$ cat src/rtl/sdr_sched_pkg.sv
// Shared types and constants for the SDRAM request scheduler.
// Covers FSM states, command classes and the column-bits decode helper.
package sdr_sched_pkg;

  localparam int unsigned APP_AW_D  = 26;
  localparam int unsigned ROW_W_D   = 13;
  localparam int unsigned COL_W_D   = 12;
  localparam int unsigned LEN_W_D   = 8;
  localparam int unsigned NUM_BANKS = 4;

  typedef enum logic [1:0] {
    IDLE,
    DECODE,
    ISSUE,
    RFSH
  } state_t;

  typedef enum logic [1:0] {
    RW         = 2'b00,
    ACT_RW     = 2'b01,
    PRE_ACT_RW = 2'b10
  } cmd_type_t;

  // Number of column address bits selected by cfg_colbits (8..11).
  function automatic logic [4:0] colbits_to_n(input logic [1:0] colbits);
    return 5'd8 + {3'b000, colbits};
  endfunction

endpackage

$ cat src/rtl/sdr_bank_tracker.sv
// Open-row table for the four SDRAM banks.
// Classifies a lookup as hit, miss or conflict; supports row update and clear-all.
module sdr_bank_tracker
  import sdr_sched_pkg::*;
#(
  parameter int unsigned ROW_W = ROW_W_D
) (
  input  logic             clk,
  input  logic             rst,
  input  logic             clr,
  input  logic [1:0]       lk_bank,
  input  logic [ROW_W-1:0] lk_row,
  output logic [1:0]       lk_type,
  input  logic             upd_we,
  input  logic [1:0]       upd_bank,
  input  logic [ROW_W-1:0] upd_row,
  output logic [3:0]       open_flags
);

  logic [ROW_W-1:0] rows [NUM_BANKS];
  cmd_type_t        lk_class;

  always_comb begin
    lk_class = ACT_RW;
    if (open_flags[lk_bank]) begin
      lk_class = (rows[lk_bank] == lk_row) ? RW : PRE_ACT_RW;
    end
  end

  assign lk_type = lk_class;

  // Refresh closes every bank but leaves stored rows untouched; they are
  // only meaningful while the matching open flag is set.
  always_ff @(posedge clk) begin
    if (rst) begin
      open_flags <= '0;
      for (int unsigned i = 0; i < NUM_BANKS; i++) begin
        rows[i] <= '0;
      end
    end else if (clr) begin
      open_flags <= '0;
    end else if (upd_we) begin
      open_flags[upd_bank] <= 1'b1;
      rows[upd_bank]       <= upd_row;
    end
  end

endmodule

$ cat src/rtl/sdr_req_sched.sv
// Two-requester round-robin scheduler in front of the SDRAM command generator.
// Decodes bank/row/column, classifies against open rows and issues one descriptor per request.
module sdr_req_sched
  import sdr_sched_pkg::*;
#(
  parameter int unsigned APP_AW = APP_AW_D,
  parameter int unsigned ROW_W  = ROW_W_D,
  parameter int unsigned COL_W  = COL_W_D,
  parameter int unsigned LEN_W  = LEN_W_D
) (
  input  logic              sdram_clk,
  input  logic              sdram_rst,
  input  logic [1:0]        cfg_colbits,
  input  logic [1:0]        req_valid,
  input  logic [APP_AW-1:0] req_addr0,
  input  logic [APP_AW-1:0] req_addr1,
  input  logic [1:0]        req_wr,
  input  logic [LEN_W-1:0]  req_len0,
  input  logic [LEN_W-1:0]  req_len1,
  output logic [1:0]        req_ack,
  output logic              cmd_valid,
  input  logic              cmd_ready,
  output logic [1:0]        cmd_type,
  output logic [1:0]        cmd_bank,
  output logic [ROW_W-1:0]  cmd_row,
  output logic [COL_W-1:0]  cmd_col,
  output logic              cmd_wr,
  output logic [LEN_W-1:0]  cmd_len,
  output logic              cmd_src,
  input  logic              rfsh_req,
  output logic              rfsh_gnt,
  output logic [3:0]        bank_open
);

  state_t            state;
  logic              rr_ptr;
  logic              gnt_id;

  logic [APP_AW-1:0] q_addr;
  logic              q_wr;
  logic [LEN_W-1:0]  q_len;
  logic              q_src;
  logic [1:0]        q_colbits;

  logic [4:0]        n;
  logic [COL_W-1:0]  col_mask;
  logic [1:0]        dec_bank;
  logic [ROW_W-1:0]  dec_row;
  logic [COL_W-1:0]  dec_col;
  logic [1:0]        lk_type;

  // With both requesting, the pointer names the requester not granted last.
  assign gnt_id = (req_valid == 2'b11) ? rr_ptr : req_valid[1];

  always_comb begin
    n        = colbits_to_n(q_colbits);
    col_mask = ~({COL_W{1'b1}} << n);
    dec_bank = q_addr[n +: 2];
    dec_row  = q_addr[(n + 5'd2) +: ROW_W];
    dec_col  = q_addr[COL_W-1:0] & col_mask;
  end

  sdr_bank_tracker #(
    .ROW_W(ROW_W)
  ) u_bank_tracker (
    .clk       (sdram_clk),
    .rst       (sdram_rst),
    .clr       (state == RFSH),
    .lk_bank   (dec_bank),
    .lk_row    (dec_row),
    .lk_type   (lk_type),
    .upd_we    ((state == ISSUE) && cmd_ready),
    .upd_bank  (cmd_bank),
    .upd_row   (cmd_row),
    .open_flags(bank_open)
  );

  always_ff @(posedge sdram_clk) begin
    if (sdram_rst) begin
      state     <= IDLE;
      rr_ptr    <= 1'b0;
      req_ack   <= '0;
      rfsh_gnt  <= 1'b0;
      cmd_valid <= 1'b0;
      cmd_type  <= '0;
      cmd_bank  <= '0;
      cmd_row   <= '0;
      cmd_col   <= '0;
      cmd_wr    <= 1'b0;
      cmd_len   <= '0;
      cmd_src   <= 1'b0;
      q_addr    <= '0;
      q_wr      <= 1'b0;
      q_len     <= '0;
      q_src     <= 1'b0;
      q_colbits <= '0;
    end else begin
      req_ack  <= '0;
      rfsh_gnt <= 1'b0;
      case (state)
        IDLE: begin
          if (rfsh_req) begin
            state <= RFSH;
          end else if (|req_valid) begin
            req_ack   <= gnt_id ? 2'b10 : 2'b01;
            q_addr    <= gnt_id ? req_addr1 : req_addr0;
            q_len     <= gnt_id ? req_len1 : req_len0;
            q_wr      <= req_wr[gnt_id];
            q_src     <= gnt_id;
            q_colbits <= cfg_colbits;
            rr_ptr    <= ~gnt_id;
            state     <= DECODE;
          end
        end
        DECODE: begin
          cmd_type  <= lk_type;
          cmd_bank  <= dec_bank;
          cmd_row   <= dec_row;
          cmd_col   <= dec_col;
          cmd_wr    <= q_wr;
          cmd_len   <= q_len;
          cmd_src   <= q_src;
          cmd_valid <= 1'b1;
          state     <= ISSUE;
        end
        ISSUE: begin
          if (cmd_ready) begin
            cmd_valid <= 1'b0;
            state     <= IDLE;
          end
        end
        RFSH: begin
          rfsh_gnt <= 1'b1;
          state    <= IDLE;
        end
        default: state <= IDLE;
      endcase
    end
  end

endmodule

$ cat config.mk
export PLATFORM = sky130hd
export DESIGN_NAME = sdr_req_sched
export DESIGN_NICKNAME = d
export VERILOG_FILES = /design/src/rtl/sdr_sched_pkg.sv /design/src/rtl/sdr_bank_tracker.sv /design/src/rtl/sdr_req_sched.sv
export SDC_FILE = /design/constraint.sdc
export NUM_CORES = 1
export LEC_CHECK = 0
export BUFFER_PORTS_ARGS = -buffer_cell sky130_fd_sc_hd__buf_4
export CORE_UTILIZATION = 55
export CTS_CLUSTER_DIAMETER = 50
export CTS_CLUSTER_SIZE = 20
export DETAILED_ROUTE_END_ITERATION = 16
export PLACE_DENSITY_LB_ADDON = 0.15
export SLEW_MARGIN = 25
export SYNTH_ARGS = -nofsm -noshare
export SYNTH_HDL_FRONTEND = slang
export SYNTH_HIERARCHICAL = 1
export SYNTH_SLANG_ARGS = --single-unit
$ cat constraint.sdc
create_clock -name sdram_clk -period 4.1 [get_ports sdram_clk]
set_input_delay 0.82 -clock sdram_clk [delete_from_list [all_inputs] [get_ports sdram_clk]]
set_output_delay 0.82 -clock sdram_clk [all_outputs]
set_load 0.01 [all_outputs]
=== Word-level counts from Yosys, hierarchy flattened ===
Memories as Yosys holds them, arrays and structs flattened.
Index checks and enable logic that the tools add are counted.

* Flip-flop bits (word level): 88
* Memory bits (writable): 52
* Bits of input ports: 78
* Output and inout port bits: 47
* Logic and storage cells: 81
* Memories: 1

* Add/sub/neg operators: 2
* Order comparisons: 4
* Eq/ne operators: 7
* Shifts and indexed selects: 3
* Mux-type cells: 28
* Bitwise logic cells: 7
* Reduce and logical (&&, ||, !) cells: 11

{| class="wikitable"
|+ Memory list
! name !! depth !! bits a word !! read ports !! clocked after memory_dff !! write ports !! line !! RTL
|-
| u_bank_tracker.rows || 4 || 13 || 1 || 0 || 4 || sdr_bank_tracker.sv:20 || <nowiki>logic [ROW_W-1:0] rows [NUM_BANKS];</nowiki>
|}

{| class="wikitable"
|+ Operators by type and width
! cell !! number
|-
| $mux 26 || 1
|-
| $shiftx 26x6->13 || 1
|-
| $shiftx 26x6->2 || 1
|-
| $mux 1 || 14
|-
| $mux 2 || 7
|-
| $eq 13x13->1 || 1
|-
| $mux 13 || 1
|-
| $reduce_or 13->1 || 1
|-
| $and 12x12->12 || 1
|-
| $not 12->12 || 1
|-
| $shl 12x5->12 const A || 1
|-
| $mux 8 || 1
|-
| $pmux 2 s4 || 1
|-
| $eq 2x2->1 const B || 3
|-
| $lt 2x3->1 const B || 2
|-
| $add 4x2->5 const A || 1
|-
| $add 5x2->5 const B || 1
|-
| $not 1->1 || 4
|-
| $or 4x4->4 || 1
|-
| $reduce_and 2->1 || 2
|-
| $reduce_or 2->1 || 2
|-
| $reduce_or 4->1 || 1
|-
| $ne 3x3->1 const B || 1
|-
| $reduce_and 3->1 || 1
|-
| 10 further kinds || 11
|}

=== Depth between registers and ports, before layout ===
* Word-level depth: 8
* Mapped depth: 11
* Gate-level depth less buffers: 8

=== Cells and area by module ===
The synthesis kept the hierarchy.

{| class="wikitable"
|+ Modules (own cells, without submodules)
! module !! times used !! cells an instance !! area an instance (um^2) !! seq. area each (um^2)
|-
| sdr_req_sched || 1 || 354 || 3574.7 || 1661.6
|-
| sdr_bank_tracker || 1 || 180 || 2543.7 || 1641.6
|}

=== Worst setup path after synthesis ===
OpenSTA, ideal clock, no wires.

* Kind: register to register
* Start: reg q_colbits[0]
* End: reg cmd_type[1]
* Setup time: 0.132 ns
* Arrival time: 2.719 ns
* Data required time: 3.968 ns
* Setup slack: 1.249 ns
* Cell stages (with the launch flop): 12
* Period minus slack after synthesis: 2.851 ns
* Cells stage by stage: dfxtp_1 buf_2 buf_2 mux4_2 buf_6 buf_6 mux4_2 xor2_1 nor4_1 a41oi_1 nand2_1 a21oi_1

* Word-level cells in the longest chain between the ends: 6
* Elaborated cells on any way between the ends: 10
* Classes of those cells: add/sub (2); eq/ne (1); shift (2); mux (4); memory (1)

{| class="wikitable"
|+ Ends and longest elaborated chain
! what !! line !! RTL
|-
| from (decl) || sdr_req_sched.sv:43 || <nowiki>logic [1:0] q_colbits;</nowiki>
|-
| from (signal assigned) || sdr_req_sched.sv:110 || <nowiki>q_colbits <= cfg_colbits;</nowiki>
|-
| $add 4x2->5 * || sdr_sched_pkg.sv:26 || <nowiki>return 5'd8 + {3'b000, colbits};</nowiki>
|-
| $shiftx 26x6->2 * || sdr_req_sched.sv:58 || <nowiki>dec_bank = q_addr[n +: 2];</nowiki>
|-
| named net dec_bank[0] || sdr_req_sched.sv:47 || <nowiki>logic [1:0] dec_bank;</nowiki>
|-
| $mem_v2 4x13 || -- ||
|-
| $eq 13x13->1 || sdr_bank_tracker.sv:26 || <nowiki>lk_class = (rows[lk_bank] == lk_row) ? RW : PRE_ACT_RW;</nowiki>
|-
| $mux 2 || sdr_bank_tracker.sv:26 ||
|-
| $mux 2 * || sdr_bank_tracker.sv:25 || <nowiki>if (open_flags[lk_bank]) begin</nowiki>
|-
| named net lk_type[1] || sdr_req_sched.sv:50 || <nowiki>logic [1:0] lk_type;</nowiki>
|-
| to (signal assigned) || sdr_req_sched.sv:116 || <nowiki>cmd_type <= lk_type;</nowiki>
|-
| to (decl) || sdr_req_sched.sv:23 || <nowiki>output logic [1:0] cmd_type,</nowiki>
|}

Mark *: on every way through the listed nets, which the timed path passes. The rest lies on a longest branch. The select of a mux whose other input is x is not followed.
A chain may end at the register's enable or synchronous reset.

=== Worst setup path in the final report ===
* Start: reg q_colbits[1]
* End: reg cmd_type[1]

Same word-level chain as after synthesis.

==> results.ini <==
[logic_synthesis]
synth_seq_area_share=0.540
yosysWarnings=6
synth_edf_count=52
synthesis.nets=612
yosys.area.top_type_share=0.285
syn_avg_cell_area_sq_um=11.5
synth_mux_area_frac=0.108
yosysTopAreaCell=dfxtp_1
synthCells=534
ys_ff_latch=139
synth_cell_types=41
synthAdderAreaFrac=0
synth_area_leaders=dfxtp_1, edfxtp_1, mux4_2
synth-xor-area-share=0.0186
synth_compound_area_frac=0.112
synth_top_family_by_area=simple AND/OR/NAND/NOR gates
ys_async_sr_fraction=0
synthSimpleGateAreaFrac=0.169
ys.flop_type=dfxtp_1
syn-cell-area_sq_mm=0.00612

[detailed_routing]
ant_nets=0
vias_per_cell=5.91
finalWirelength_um=15000
drt_first_pass_iters=5
wire_per_inst_um=18.9
drtIter0Drc=387
drc_errors=0
vias=4684

[sta]
drv_slew=0
fin_crit_ns=2.82
setup_viol=0
rsz0062_at_grt=false
setup_tns_ns=0
hold_viol=0
fin_skew_ns=0.00772
fmax_mhz=354
slew_headroom=0.361
finalCritPeriodShare=0.689
tightest_slew_ns=0.958

[finish]
drive_gt1_frac=0.305
area_delta_synth_final_pct=24.1
antenna_cells=0
regArea_sq_mm=0.00330
num-nets-final=718
multiInputGateArea_sq_mm=0.00251
fin_area_sq_mm=0.00759
fill_cells=818

[clock_network]
cts_resized=0
insertion_delay_ns=0.52
clkSinkCount=139
cts_setup_buffers=0
htreeDepth=4
cts_buffer_depth=2
cts_tree=done
clk_pin_slew_ns=0.06
cts_hold_buffers=0
cts-root-buf=clkbuf_8
cts_buffers=17

[min_path]
worstHoldPathType=flip-flop to flip-flop
whs_path_depth=2
holdCritStartpoint=cmd_col[8]
holdPathEnd=cmd_col[8]

[outcome]
status=complete, no violations

[die]
coreArea_sq_mm=0.0108
ios=125
num_rows=38
die_area_sq_mm=0.0115
start_util=0.564
die_w_um=107
die_h_um=107

[worst_setup_path]
reg2reg_from=q_colbits[1]
r2r_cells=9
reg2reg_slack_ns=1.28
critPathMaxFanout=19
rr_endpoint=cmd_type[1]
endpoint_kind=flip-flop
critPathLaunchType=flip-flop
cp.required_ns=4.46
critPathKind=flip-flop to flip-flop
crit_arrival_ns=3.18

[global_route]
grt_pass1_wl_um=23800
grt_overflow_total=0
antenna_found_initial=0
grt_max_degree=91
grt_pass1_vias=4733
gr-usage-all-layers=0.278

[power]
vdd_drop_max_v=0.000286
power_leakage_nw=2.96
powerDensity_mw_per_mm2=436

[placement]
io_buffers=123
placed_area_sq_mm=0.00705
routabilityCongestion=0.849
hpwl_um=10200

[flow_run]
cap_violations=0

cells by family (layout without fill, tap and decap cells):
kind of cell / count (synthesis) / count (layout)
XOR/XNOR: 13 / 13
other: 1 / 1
multiplexers: 29 / 29
flip-flops: 139 / 139
AO/OA/AOI/OAI: 93 / 93
AND/OR/NAND/NOR: 197 / 197
buffers and inverters: 62 / 181
sequential cells by signal, summed over array words and instances, names as in the netlist, 4 cells and up:
| register | flops |
|---|---|
| u_bank_tracker/open_flags | 4 |
| cmd_len | 8 |
| q_addr | 26 |
| cmd_row | 13 |
| cmd_col | 11 |
| u_bank_tracker/rows | 52 |
| q_len | 8 |
layout make-up:
| cell class | instances | area share |
|---|---|---|
| Sequential cell | 139 | 0.435 |
| Multi-Input combinational cell | 333 | 0.331 |
| Timing Repair Buffer | 133 | 0.131 |
| Clock buffer | 17 | 0.0545 |
| Tap cell | 140 | 0.0231 |
| Clock inverter | 15 | 0.0173 |
| Inverter | 16 | 0.00791 |
metal layers:
| layer | GRT usage | vias up | routed length, um |
|---|---|---|---|
| met4 | 0.119 | 0 | 296 |
| met2 | 0.454 | 187 | 7550 |
| met3 | 0.0932 | 25 | 1210 |
| li1 | - | 2185 | - |
| met5 | 0 | - | 0 |
| met1 | 0.335 | 2287 | 5950 |
worst max-delay path, cell delays in order (launching register included):
cell and delay (ns):
dfxtp_1 0.31, buf_4 0.24, mux4_2 0.59, mux4_1 0.63, xnor2_1 0.15, nand4_1 0.10, nor4_1 0.33, a41oi_1 0.16
nand2_1 0.09, a21oi_1 0.07
placed cells by master (no fill, tap or decap), types with 3 or more instances in the layout:
cell       count
a21o_1         3
a21oi_1       44
a221o_1       35
and2_1        15
buf_4        133
clkbuf_16     16
clkinv_2       8
dfxtp_1       87
edfxtp_1      52
inv_1         16
mux4_2        27
nand2_1       88
nand3_1        4
nor2_1        31
nor2b_1        3
nor3_1         3
nor4_1         3
nor4b_1       35
xnor2_1        6
xor2_1         7
report_power, final:
| part | internal [mW] | total [mW] | switching, mW |
|---|---|---|---|
| logic | 0.176 | 0.363 | 0.186 |
| clock network | 0.851 | 1.41 | 0.560 |
| registers | 1.49 | 1.54 | 0.0471 |
worst max-delay path by stage:
stage | startpoint | endpoint | slack [ns] | cells past startpoint
floorplan | q_colbits[0] | cmd_type[1] | 1.25 | 11
global placement | q_colbits[1] | cmd_type[1] | 1.33 | 9
detailed placement | cmd_ready | u_bank_tracker/rows[2][5] | 1.19 | 5
CTS | q_colbits[1] | cmd_type[1] | 1.26 | 9
global route | q_colbits[1] | cmd_type[1] | 1.06 | 9
finish | q_colbits[1] | cmd_type[1] | 1.28 | 9
synth_stat cells, types with 2 or more instances:
| cell | instances |
|---|---|
| nand2_1 | 88 |
| nand4_1 | 2 |
| mux4_1 | 2 |
| dfxtp_1 | 87 |
| buf_6 | 8 |
| and2_1 | 15 |
| nand3_1 | 4 |
| inv_1 | 16 |
| nor4b_1 | 35 |
| nor2_1 | 31 |
| xnor2_1 | 6 |
| or2_2 | 2 |
| o21bai_1 | 2 |
| buf_2 | 13 |
| a221o_1 | 35 |
| edfxtp_1 | 52 |
| and3b_1 | 2 |
| nand2b_1 | 2 |
| a21o_1 | 3 |
| nor2b_1 | 5 |
| xor2_1 | 7 |
| nor3_1 | 3 |
| mux4_2 | 27 |
| nor4_1 | 3 |
| o41ai_1 | 2 |
| buf_1 | 6 |
| a21oi_1 | 45 |
| clkbuf_1 | 18 |
per-stage QoR:
step	power (mW)	cells	hold WS, ns	setup WS [ns]	util
2_1_floorplan	1.79	534	0.432	1.25	-
3_3_place_gp	1.91	761	0.441	1.33	0.650
3_5_place_dp	1.93	761	0.447	1.19	0.650
4_1_cts	3.34	793	0.456	1.26	0.700
5_1_grt	3.43	793	0.478	1.06	0.700
6_report	3.31	793	0.451	1.28	0.700
(Power assumes the default switching activity.)
